### config.mk
export PLATFORM = sky130hd
export DESIGN_NAME = panda_operand_stage_flat
export DESIGN_NICKNAME = d
export VERILOG_FILES = /design/src/rtl/panda_pkg.sv /design/src/rtl/panda_operand_stage_if.sv /design/src/rtl/panda_operand_forward.sv /design/src/rtl/panda_operand_stage.sv /design/src/flat_wrapper.sv
export SDC_FILE = /design/constraint.sdc
export NUM_CORES = 1
export LEC_CHECK = 0
export BUFFER_PORTS_ARGS = -buffer_cell sky130_fd_sc_hd__buf_4
export CAP_MARGIN = 10
export CORE_MARGIN = 2
export CORE_UTILIZATION = 30
export CTS_BUF_LIST = sky130_fd_sc_hd__clkbuf_2
export DETAILED_ROUTE_END_ITERATION = 8
export MAX_ROUTING_LAYER = met4
export PLACE_DENSITY = 0.59
export SLEW_MARGIN = 25
export SYNTH_ARGS = -nofsm -noshare
export SYNTH_HDL_FRONTEND = slang
export SYNTH_HIERARCHICAL = 1
export SYNTH_SLANG_ARGS = --single-unit
### constraint.sdc
create_clock -name clk_i -period 2.3 [get_ports clk_i]
set_clock_uncertainty 0.05 [all_clocks]
set_input_delay 0.115 -clock clk_i [delete_from_list [all_inputs] [get_ports clk_i]]
set_output_delay 0.115 -clock clk_i [all_outputs]
set_load 0.02 [all_outputs]
### src/rtl/panda_pkg.sv
// ---------------------------------------------------------------------------
// panda_pkg
// Shared types for the Panda ID/EX operand stage.
//   src_sel_e : which path supplied a resolved operand (zero register,
//               execute bypass, writeback bypass or register file read).
// ---------------------------------------------------------------------------
package panda_pkg;

    typedef enum logic [1:0] {
        SrcZero = 2'd0,
        SrcEx   = 2'd1,
        SrcWb   = 2'd2,
        SrcRf   = 2'd3
    } src_sel_e;

endpackage : panda_pkg

### src/rtl/panda_operand_stage_if.sv
// ---------------------------------------------------------------------------
// panda_operand_stage_if
// Bundle between the operand stage (master) and the execute stage (slave).
// Handshake: a transfer happens on a rising clock edge where valid_o and
// ready_i are both high. While valid_o is high and ready_i is low, the
// master keeps every payload field stable; valid_o never drops without a
// transfer except on flush or reset.
//   valid_o     : payload holds a live instruction
//   ready_i     : execute accepts the payload this cycle
//   rs1_value_o : resolved operand 1
//   rs2_value_o : resolved operand 2
//   imm_o       : immediate
//   pc_o        : instruction PC
//   rd_addr_o   : destination register index
//   is_load_o   : instruction is a load
// ---------------------------------------------------------------------------
interface panda_operand_stage_if #(
    parameter int Width = 32,
    parameter int Depth = 32
);
    localparam int AddrW = $clog2(Depth);

    logic             valid_o;
    logic             ready_i;
    logic [Width-1:0] rs1_value_o;
    logic [Width-1:0] rs2_value_o;
    logic [Width-1:0] imm_o;
    logic [Width-1:0] pc_o;
    logic [AddrW-1:0] rd_addr_o;
    logic             is_load_o;

    modport master (
        output valid_o,
        input  ready_i,
        output rs1_value_o,
        output rs2_value_o,
        output imm_o,
        output pc_o,
        output rd_addr_o,
        output is_load_o
    );

    modport slave (
        input  valid_o,
        output ready_i,
        input  rs1_value_o,
        input  rs2_value_o,
        input  imm_o,
        input  pc_o,
        input  rd_addr_o,
        input  is_load_o
    );

endinterface : panda_operand_stage_if

### src/rtl/panda_operand_forward.sv
// ---------------------------------------------------------------------------
// panda_operand_forward
// Resolves one source operand against the bypass network.
// Priority: x0 -> zero, then execute result (non-load only), then
// writeback data, then register file read data. The writeback bypass is
// needed because the register file write is not visible on a same-cycle
// read.
// Ports:
//   addr_i                         : source register index
//   ex_rd_i/ex_we_i/ex_load_i/ex_data_i : instruction in execute
//   wb_rd_i/wb_we_i/wb_data_i      : writeback port
//   rf_data_i                      : register file read data
//   value_o                        : resolved operand
//   src_o                          : path that supplied value_o
// ---------------------------------------------------------------------------
module panda_operand_forward
    import panda_pkg::*;
#(
    parameter int Width = 32,
    parameter int AddrW = 5
) (
    input  logic [AddrW-1:0] addr_i,
    input  logic [AddrW-1:0] ex_rd_i,
    input  logic             ex_we_i,
    input  logic             ex_load_i,
    input  logic [Width-1:0] ex_data_i,
    input  logic [AddrW-1:0] wb_rd_i,
    input  logic             wb_we_i,
    input  logic [Width-1:0] wb_data_i,
    input  logic [Width-1:0] rf_data_i,
    output logic [Width-1:0] value_o,
    output src_sel_e         src_o
);

    // A load in execute has no data yet; the hazard logic in the top stalls
    // for that case, so it is simply excluded from the execute bypass here.
    logic w_ex_hit;
    logic w_wb_hit;

    assign w_ex_hit = ex_we_i & ~ex_load_i & (ex_rd_i == addr_i);
    assign w_wb_hit = wb_we_i & (wb_rd_i == addr_i);

    always_comb begin
        src_o = SrcRf;
        if (addr_i == '0) begin
            src_o = SrcZero;
        end else if (w_ex_hit) begin
            src_o = SrcEx;
        end else if (w_wb_hit) begin
            src_o = SrcWb;
        end
    end

    always_comb begin
        value_o = rf_data_i;
        unique case (src_o)
            SrcZero: value_o = '0;
            SrcEx:   value_o = ex_data_i;
            SrcWb:   value_o = wb_data_i;
            SrcRf:   value_o = rf_data_i;
            default: value_o = rf_data_i;
        endcase
    end

endmodule : panda_operand_forward

### src/rtl/panda_operand_stage.sv
// ---------------------------------------------------------------------------
// panda_operand_stage
// ID/EX boundary of the Panda pipeline. Drives register file read
// addresses, resolves both operands through the bypass network, detects
// load-use hazards (stall + one bubble) and registers the instruction
// toward execute.
// Ports:
//   clk_i, rst_ni      : clock, asynchronous active-low reset
//   flush_i            : kill held and incoming instruction
//   valid_i / ready_o  : decoder handshake
//   rs1/rs2_addr_i, rs1/rs2_used_i, rd_addr_i, is_load_i, imm_i, pc_i
//                      : decoded instruction fields
//   rf_rs1/2_addr_o, rf_rs1/2_data_i : register file read ports
//   ex_*               : instruction in execute (bypass + hazard)
//   wb_*               : writeback port (bypass)
//   ex_if              : registered instruction toward execute
//   rs1_src_o/rs2_src_o: operand source select of the incoming instruction
// ---------------------------------------------------------------------------
module panda_operand_stage
    import panda_pkg::*;
#(
    parameter  int Width = 32,
    parameter  int Depth = 32,
    localparam int AddrW = $clog2(Depth)
) (
    input  logic             clk_i,
    input  logic             rst_ni,
    input  logic             flush_i,

    input  logic             valid_i,
    output logic             ready_o,
    input  logic [AddrW-1:0] rs1_addr_i,
    input  logic [AddrW-1:0] rs2_addr_i,
    input  logic             rs1_used_i,
    input  logic             rs2_used_i,
    input  logic [AddrW-1:0] rd_addr_i,
    input  logic             is_load_i,
    input  logic [Width-1:0] imm_i,
    input  logic [Width-1:0] pc_i,

    output logic [AddrW-1:0] rf_rs1_addr_o,
    output logic [AddrW-1:0] rf_rs2_addr_o,
    input  logic [Width-1:0] rf_rs1_data_i,
    input  logic [Width-1:0] rf_rs2_data_i,

    input  logic [AddrW-1:0] ex_rd_i,
    input  logic             ex_we_i,
    input  logic             ex_load_i,
    input  logic [Width-1:0] ex_data_i,

    input  logic [AddrW-1:0] wb_rd_i,
    input  logic             wb_we_i,
    input  logic [Width-1:0] wb_data_i,

    panda_operand_stage_if.master ex_if,

    output src_sel_e         rs1_src_o,
    output src_sel_e         rs2_src_o
);

    logic             r_valid;
    logic [Width-1:0] r_rs1_value;
    logic [Width-1:0] r_rs2_value;
    logic [Width-1:0] r_imm;
    logic [Width-1:0] r_pc;
    logic [AddrW-1:0] r_rd_addr;
    logic             r_is_load;

    logic [Width-1:0] w_rs1_value;
    logic [Width-1:0] w_rs2_value;
    logic             w_hazard;
    logic             w_can_advance;
    logic             w_accept;

    assign rf_rs1_addr_o = rs1_addr_i;
    assign rf_rs2_addr_o = rs2_addr_i;

    panda_operand_forward #(
        .Width (Width),
        .AddrW (AddrW)
    ) u_fwd_rs1 (
        .addr_i    (rs1_addr_i),
        .ex_rd_i   (ex_rd_i),
        .ex_we_i   (ex_we_i),
        .ex_load_i (ex_load_i),
        .ex_data_i (ex_data_i),
        .wb_rd_i   (wb_rd_i),
        .wb_we_i   (wb_we_i),
        .wb_data_i (wb_data_i),
        .rf_data_i (rf_rs1_data_i),
        .value_o   (w_rs1_value),
        .src_o     (rs1_src_o)
    );

    panda_operand_forward #(
        .Width (Width),
        .AddrW (AddrW)
    ) u_fwd_rs2 (
        .addr_i    (rs2_addr_i),
        .ex_rd_i   (ex_rd_i),
        .ex_we_i   (ex_we_i),
        .ex_load_i (ex_load_i),
        .ex_data_i (ex_data_i),
        .wb_rd_i   (wb_rd_i),
        .wb_we_i   (wb_we_i),
        .wb_data_i (wb_data_i),
        .rf_data_i (rf_rs2_data_i),
        .value_o   (w_rs2_value),
        .src_o     (rs2_src_o)
    );

    // Load in execute whose result a used source needs: hold the decoder one
    // cycle; the load then sits in writeback and the wb bypass supplies it.
    assign w_hazard = valid_i & ex_we_i & ex_load_i & (ex_rd_i != '0) &
                      ((rs1_used_i & (rs1_addr_i == ex_rd_i)) |
                       (rs2_used_i & (rs2_addr_i == ex_rd_i)));

    // Output register is free when empty or being drained this cycle.
    assign w_can_advance = ~r_valid | ex_if.ready_i;
    assign ready_o       = ~flush_i & ~w_hazard & w_can_advance;
    assign w_accept      = valid_i & ready_o;

    // Valid bit: flush wins; otherwise, when the register can advance it
    // takes the accept (hazard / no-input both yield a bubble); else hold.
    always_ff @(posedge clk_i or negedge rst_ni) begin
        if (!rst_ni) begin
            r_valid <= 1'b0;
        end else if (flush_i) begin
            r_valid <= 1'b0;
        end else if (w_can_advance) begin
            r_valid <= w_accept;
        end
    end

    // Payload loads only on accept, so operands stay frozen during a stall.
    always_ff @(posedge clk_i or negedge rst_ni) begin
        if (!rst_ni) begin
            r_rs1_value <= '0;
            r_rs2_value <= '0;
            r_imm       <= '0;
            r_pc        <= '0;
            r_rd_addr   <= '0;
            r_is_load   <= 1'b0;
        end else if (w_accept) begin
            r_rs1_value <= w_rs1_value;
            r_rs2_value <= w_rs2_value;
            r_imm       <= imm_i;
            r_pc        <= pc_i;
            r_rd_addr   <= rd_addr_i;
            r_is_load   <= is_load_i;
        end
    end

    assign ex_if.valid_o     = r_valid;
    assign ex_if.rs1_value_o = r_rs1_value;
    assign ex_if.rs2_value_o = r_rs2_value;
    assign ex_if.imm_o       = r_imm;
    assign ex_if.pc_o        = r_pc;
    assign ex_if.rd_addr_o   = r_rd_addr;
    assign ex_if.is_load_o   = r_is_load;

endmodule : panda_operand_stage

### src/flat_wrapper.sv
// flat-port wrapper written by rule: the top's interface ports become plain ports
module panda_operand_stage_flat import panda_pkg::*;
#(
    parameter  int Width = 32,
    parameter  int Depth = 32,
    localparam int AddrW = $clog2(Depth)
)
  (clk_i, rst_ni, flush_i, valid_i, ready_o, rs1_addr_i, rs2_addr_i, rs1_used_i, rs2_used_i, rd_addr_i, is_load_i, imm_i, pc_i, rf_rs1_addr_o, rf_rs2_addr_o, rf_rs1_data_i, rf_rs2_data_i, ex_rd_i, ex_we_i, ex_load_i, ex_data_i, wb_rd_i, wb_we_i, wb_data_i, rs1_src_o, rs2_src_o, ex_if_valid_o, ex_if_ready_i, ex_if_rs1_value_o, ex_if_rs2_value_o, ex_if_imm_o, ex_if_pc_o, ex_if_rd_addr_o, ex_if_is_load_o);
  panda_operand_stage_if #(.Width(Width), .Depth(Depth)) ex_if_i ();
  input  logic clk_i;
  input  logic rst_ni;
  input  logic flush_i;
  input  logic valid_i;
  output logic ready_o;
  input  logic [AddrW-1:0] rs1_addr_i;
  input  logic [AddrW-1:0] rs2_addr_i;
  input  logic rs1_used_i;
  input  logic rs2_used_i;
  input  logic [AddrW-1:0] rd_addr_i;
  input  logic is_load_i;
  input  logic [Width-1:0] imm_i;
  input  logic [Width-1:0] pc_i;
  output logic [AddrW-1:0] rf_rs1_addr_o;
  output logic [AddrW-1:0] rf_rs2_addr_o;
  input  logic [Width-1:0] rf_rs1_data_i;
  input  logic [Width-1:0] rf_rs2_data_i;
  input  logic [AddrW-1:0] ex_rd_i;
  input  logic ex_we_i;
  input  logic ex_load_i;
  input  logic [Width-1:0] ex_data_i;
  input  logic [AddrW-1:0] wb_rd_i;
  input  logic wb_we_i;
  input  logic [Width-1:0] wb_data_i;
  output src_sel_e rs1_src_o;
  output src_sel_e rs2_src_o;
  output wire logic [$bits(ex_if_i.valid_o)-1:0] ex_if_valid_o;
  input wire logic [$bits(ex_if_i.ready_i)-1:0] ex_if_ready_i;
  output wire logic [$bits(ex_if_i.rs1_value_o)-1:0] ex_if_rs1_value_o;
  output wire logic [$bits(ex_if_i.rs2_value_o)-1:0] ex_if_rs2_value_o;
  output wire logic [$bits(ex_if_i.imm_o)-1:0] ex_if_imm_o;
  output wire logic [$bits(ex_if_i.pc_o)-1:0] ex_if_pc_o;
  output wire logic [$bits(ex_if_i.rd_addr_o)-1:0] ex_if_rd_addr_o;
  output wire logic [$bits(ex_if_i.is_load_o)-1:0] ex_if_is_load_o;
  assign ex_if_valid_o = ex_if_i.valid_o;
  assign ex_if_i.ready_i = ex_if_ready_i;
  assign ex_if_rs1_value_o = ex_if_i.rs1_value_o;
  assign ex_if_rs2_value_o = ex_if_i.rs2_value_o;
  assign ex_if_imm_o = ex_if_i.imm_o;
  assign ex_if_pc_o = ex_if_i.pc_o;
  assign ex_if_rd_addr_o = ex_if_i.rd_addr_o;
  assign ex_if_is_load_o = ex_if_i.is_load_o;
  panda_operand_stage #(.Width(Width), .Depth(Depth)) u_core (.clk_i(clk_i), .rst_ni(rst_ni), .flush_i(flush_i), .valid_i(valid_i), .ready_o(ready_o), .rs1_addr_i(rs1_addr_i), .rs2_addr_i(rs2_addr_i), .rs1_used_i(rs1_used_i), .rs2_used_i(rs2_used_i), .rd_addr_i(rd_addr_i), .is_load_i(is_load_i), .imm_i(imm_i), .pc_i(pc_i), .rf_rs1_addr_o(rf_rs1_addr_o), .rf_rs2_addr_o(rf_rs2_addr_o), .rf_rs1_data_i(rf_rs1_data_i), .rf_rs2_data_i(rf_rs2_data_i), .ex_rd_i(ex_rd_i), .ex_we_i(ex_we_i), .ex_load_i(ex_load_i), .ex_data_i(ex_data_i), .wb_rd_i(wb_rd_i), .wb_we_i(wb_we_i), .wb_data_i(wb_data_i), .ex_if(ex_if_i), .rs1_src_o(rs1_src_o), .rs2_src_o(rs2_src_o));
endmodule
After elaboration in Yosys (flattened, before gate mapping)
Cells that the tools add are included.
{"block": "totals", "ff_bits": 135, "inputBits": 228, "output_inout_bits": 150, "wordCells": 55}
{"block": "op_classes", "n_eq_ne": 12, "muxes": 10, "n_bitwise": 20, "reduce_logical": 6}
{"operator": "$pmux W32 S4", "n": 2}
{"operator": "$eq A5 B5 Y1", "n": 6}
{"operator": "$and A1 B1 Y1", "n": 14}
{"operator": "$logic_not A5 Y1", "n": 2}
{"operator": "$eq A2 B2 Y1 const B", "n": 4}
{"operator": "$mux W2", "n": 4}
{"operator": "$reduce_bool A5 Y1", "n": 1}
{"operator": "$eq A2 B1 Y1 const B", "n": 2}
{"operator": "$logic_not A2 Y1", "n": 2}
{"operator": "$mux W1", "n": 4}
{"operator": "$not A1 Y1", "n": 4}
{"operator": "$or A1 B1 Y1", "n": 2}
{"operator": "$reduce_bool A2 Y1", "n": 1}

Depth between registers and ports, before layout
{"block": "depth", "depth_word": 10, "depth_mapped": 7, "ltp_nobuf": 5}

Cells and area by module
Netlist, hierarchy kept.
{"mod": "panda_operand_stage", "n_inst": 1, "cells_each": 320, "area_each_um2": 5253.8, "seq_area_each_um2": 3378.2}
{"mod": "panda_operand_forward", "n_inst": 2, "cells_each": 181, "area_each_um2": 1313.8, "seq_area_each_um2": 0.0}

Worst setup path before layout
No wires, ideal clock.
{"block": "synth_path", "path_type": "reg2reg", "startpoint": "register u_core.r_valid (netlist: u_core/ex_if.valid_o)", "endpoint": "register u_core.r_imm[14] (netlist: u_core/ex_if.imm_o[14])", "setup_time_ns": 0.127, "t_arrival_ns": 1.664, "required_ns": 2.123, "slack_ns": 0.459, "path_stages_with_launch": 7, "path_buffers": 2, "period_less_slack_ns": 1.841, "path_cell_list": "dfrtp_1 nand2_1 nand2b_1 a211oi_2 buf_4 buf_6 mux2_1"}
{"block": "synth_via", "elab_chain_len": 4}
{"item": "from (decl)", "line": "panda_operand_stage.sv:61", "source": "logic r_valid;"}
{"item": "from (signal assigned)", "line": "panda_operand_stage.sv:131", "source": "r_valid <= w_accept;"}
{"item": "$not A1 Y1", "line": "panda_operand_stage.sv:119", "source": "assign w_can_advance = ~r_valid | ex_if.ready_i;"}
{"item": "$or A1 B1 Y1", "line": "panda_operand_stage.sv:119"}
{"item": "$and A1 B1 Y1", "line": "panda_operand_stage.sv:120", "source": "assign ready_o = ~flush_i & ~w_hazard & w_can_advance;"}
{"item": "$and A1 B1 Y1", "line": "panda_operand_stage.sv:121", "source": "assign w_accept = valid_i & ready_o;"}
{"item": "to (signal assigned)", "line": "panda_operand_stage.sv:147", "source": "r_imm <= imm_i;"}
{"item": "to (decl)", "line": "panda_operand_stage.sv:64", "source": "logic [Width-1:0] r_imm;"}
No other way between the ends.
A chain may end at the register's enable or synchronous reset.

Worst setup path in the final report
{"block": "layout_path", "startpoint": "register u_core.r_valid (netlist: u_core/ex_if.valid_o)", "endpoint": "register u_core.r_imm[13] (netlist: u_core/ex_if.imm_o[13])"}
The elaborated chain is that of the path after synthesis.

==> qor.yml <==
outcome:
  outcome: "completed"
synth:
  syn_avg_cell_area_um2: 11.6
  synth_flop_cell: "dfrtp_1"
  synth_top_cell_by_area: "dfrtp_1"
  async_flop_share: 1.00
  yosys-top-cells-count: "dfrtp_1, mux2_2, nor3_1"
  synth_area_leaders: "dfrtp_1, a311oi_2, mux2_2"
  ys_ff_latch: 135
  ys_seq_area_frac: 0.429
  synth.yosys.warnings: 6
  syn_inst: 682
  syn_area_um2: 7880
  synth_top_area_frac: 0.429
  syn_nets: 910
  synth_most_common_cell: "dfrtp_1"
  synth_edf_count: 0
  synth.distinct_cells: 32
clock_network:
  clock_latency_ps: 660
  clock-root-buffer: "clkbuf_2"
  max-clock-path-buffers: 2
  clk_pin_slew_worst_paths_ps: 230
  tritoncts: "built"
  htreeDepth: 4
  cts_buffers: 17
  clock-sinks: 135
sta:
  fin_tns_setup_ps: 0
  worst_pin_slew_ps: 818
  final_hold_viol_count: 0
  fmaxAchievable_mhz: 512
  min_period_ps: 1950
  finalSetupViolations: 0
  slew-limit-headroom: 0.455
  fin_crit_sh: 0.849
  rsz0062_at_grt: "no"
  final-max-slew-violation-count: 0
  timing.final.ws_setup_ps: 348
min_path:
  hold_depth: 5
  hold_path_end: "u_core/ex_if.rs2_value_o[26]$_DFFE_PN0P_"
  hold_start: "valid_i"
  holdCritPathClass: "input pin to flip-flop"
setup_path:
  r2r_start: "u_core/ex_if.valid_o$_DFFE_PN0P_"
  crit_required_ps: 2820
  crit_type: "flip-flop to flip-flop"
  critPathLaunchType: "flip-flop"
  path_delay_family: "flip-flops"
  cpPeakStageDelay_ps: 450
  r2r_cells: 5
  crit_buf_inv: 1
  critPathArrivalTime_ps: 2470
  reg2reg_to: "u_core/ex_if.imm_o[13]$_DFFE_PN0P_"
  critPathCaptureType: "flip-flop"
  rrSetupSlack_ps: 350
  crit_fanout: 67
  path_depth: 5
  crit_slowest_cell: "dfrtp_1"
  crit_chain: "nand2_1, nand2b_1, a211oi_4, buf_12, mux2_2"
floorplanning:
  fp.coreArea_um2: 25900
  die_w_um: 166
  ios: 378
  fp.dieArea_um2: 27600
  die_y_um: 166
  start_util: 0.304
  fp-row-count: 59
route:
  routed_wl_um: 31800
  wire_per_inst_um: 20.1
  drc: 0
  ant_nets: 0
  drt_first_iter_violations: 405
  num_vias: 8229
  drt-vias-per-instance: 5.20
  drt_pass1_iterations: 4
placement:
  place.gp.congestion: 0.810
  hpwl_um: 21300
  dpl_worst_slack_ps: 268
  io_buffers: 377
global_route:
  grt_first_pass_wirelength_um: 49700
  groute.usage.overall: 0.234
  antenna_found_initial: 2
  overflow: 0
  grt_max_degree: 136
  grt_pass1_vias: 8838
final_layout:
  syn2layout_area_growth_pct: 69.3
  drive_gt1_frac: 0.465
  nets: 1460
flow_run:
  cap_violations: 0
pwr:
  powerDensity_nw_per_um2: 583
  ir_worst_vdd_v: 0.000323
  p_leak_nw: 5.58
[worst min-delay path, cell delays in order]
cell and delay (ps):
buf_4 130, inv_1 90, a211oi_4 60, buf_12 180, mux2_1 240
[worst max-delay path by stage]
| stage | to | start | slack, ps |
|---|---|---|---|
| detailed placement | u_core/ex_if.is_load_o$_DFFE_PN0P_ | ex_rd_i[0] | 270 |
| floorplan | u_core/ex_if.imm_o[14]$_DFFE_PN0P_ | u_core/ex_if.valid_o$_DFFE_PN0P_ | 460 |
| global route | u_core/ex_if.imm_o[23]$_DFFE_PN0P_ | u_core/ex_if.valid_o$_DFFE_PN0P_ | 270 |
| CTS | u_core/ex_if.pc_o[26]$_DFFE_PN0P_ | u_core/ex_if.valid_o$_DFFE_PN0P_ | 360 |
| finish | u_core/ex_if.imm_o[13]$_DFFE_PN0P_ | u_core/ex_if.valid_o$_DFFE_PN0P_ | 350 |
| global placement | u_core/ex_if.pc_o[9]$_DFFE_PN0P_ | rs2_addr_i[2] | 330 |
[report_power, final]
| group | leakage (nW) | switching [mW] | internal, mW |
|---|---|---|---|
| registers | 1.59 | 0.239 | 2.81 |
| logic | 3.84 | 1.51 | 1.57 |
| clock network | 0.147 | 1.03 | 0.621 |
| total | 5.58 | 2.78 | 5.00 |
[cell usage in the layout, fill, tap and decap left out, types with 3 or more instances in the layout]
master         count
a211oi_1           6
a21oi_1            5
a311oi_1           3
a311oi_2          56
buf_12             8
buf_4            399
bufinv_16          3
clkbuf_2          18
clkinvlp_4         3
dfrtp_1          135
dlygate4sd3_1    205
inv_6              3
mux2_1            60
mux2_2            74
nand2_1            5
nand3_1            7
nand4_1           62
nor2_1             3
nor3_1            65
o21ai_0           64
o22a_1             6
xnor2_1           28
[through the flow]
step                hold slack, ps  utilization  power [mW]  cell area (um2)  cells
floorplan                     -231            -        4.42             7880    682
global placement               242        0.425        5.81            11000   1343
detailed placement             229        0.425        5.85            11000   1343
CTS                         0.0587        0.514        7.85            13300   1577
global route                  11.8        0.515        8.19            13300   1581
finish                         106        0.515        7.78            13300   1581
[kinds of logic (layout without fill, tap and decap cells)]
| family | after synthesis | after routing | synth area share |
|---|---|---|---|
| flip-flops | 135 | 135 | 0.429 |
| AO/OA/AOI/OAI | 142 | 142 | 0.169 |
| other | 0 | 2 | 0 |
| buffers and inverters | 84 | 646 | 0.0626 |
| XOR/XNOR | 30 | 30 | 0.0352 |
| multiplexers | 134 | 134 | 0.191 |
| AND/OR/NAND/NOR | 157 | 157 | 0.114 |
[routing by layer]
| metal | routed length (um) | track usage | vias up |
|---|---|---|---|
| met3 | 2390 | 0.0529 | 56 |
| met5 | 0 | - | - |
| li1 | - | - | 3720 |
| met1 | 12900 | 0.284 | 4051 |
| met4 | 771 | 0.0813 | 0 |
| met2 | 15700 | 0.386 | 402 |
[timing repair]
action                                 CTS  global route
endpoints found under the hold margin  270             2
buffers inserted                         0             0
hold buffers                           203             2
gates resized for setup                  0             0
[area by class of cell]
class	instances	area (um2)
fillers	2368	12600
repair buffers	613	5220
multi-input cells	463	4050
flip-flops and latches	135	3380
well taps	335	419
clock inverters	13	171
clock buffers	18	90.1
inverters	2	7.51
diodes	2	5.00
[registers in the layout, indices dropped and copies added (netlist names)]
register	count
u_core/ex_if.imm_o	32
u_core/ex_if.pc_o	32
u_core/ex_if.rs1_value_o	32
u_core/ex_if.rs2_value_o	32
u_core/ex_if.rd_addr_o	5
u_core/ex_if.is_load_o	1
u_core/ex_if.valid_o	1
Note: power is estimated with default switching activity, not from simulation.
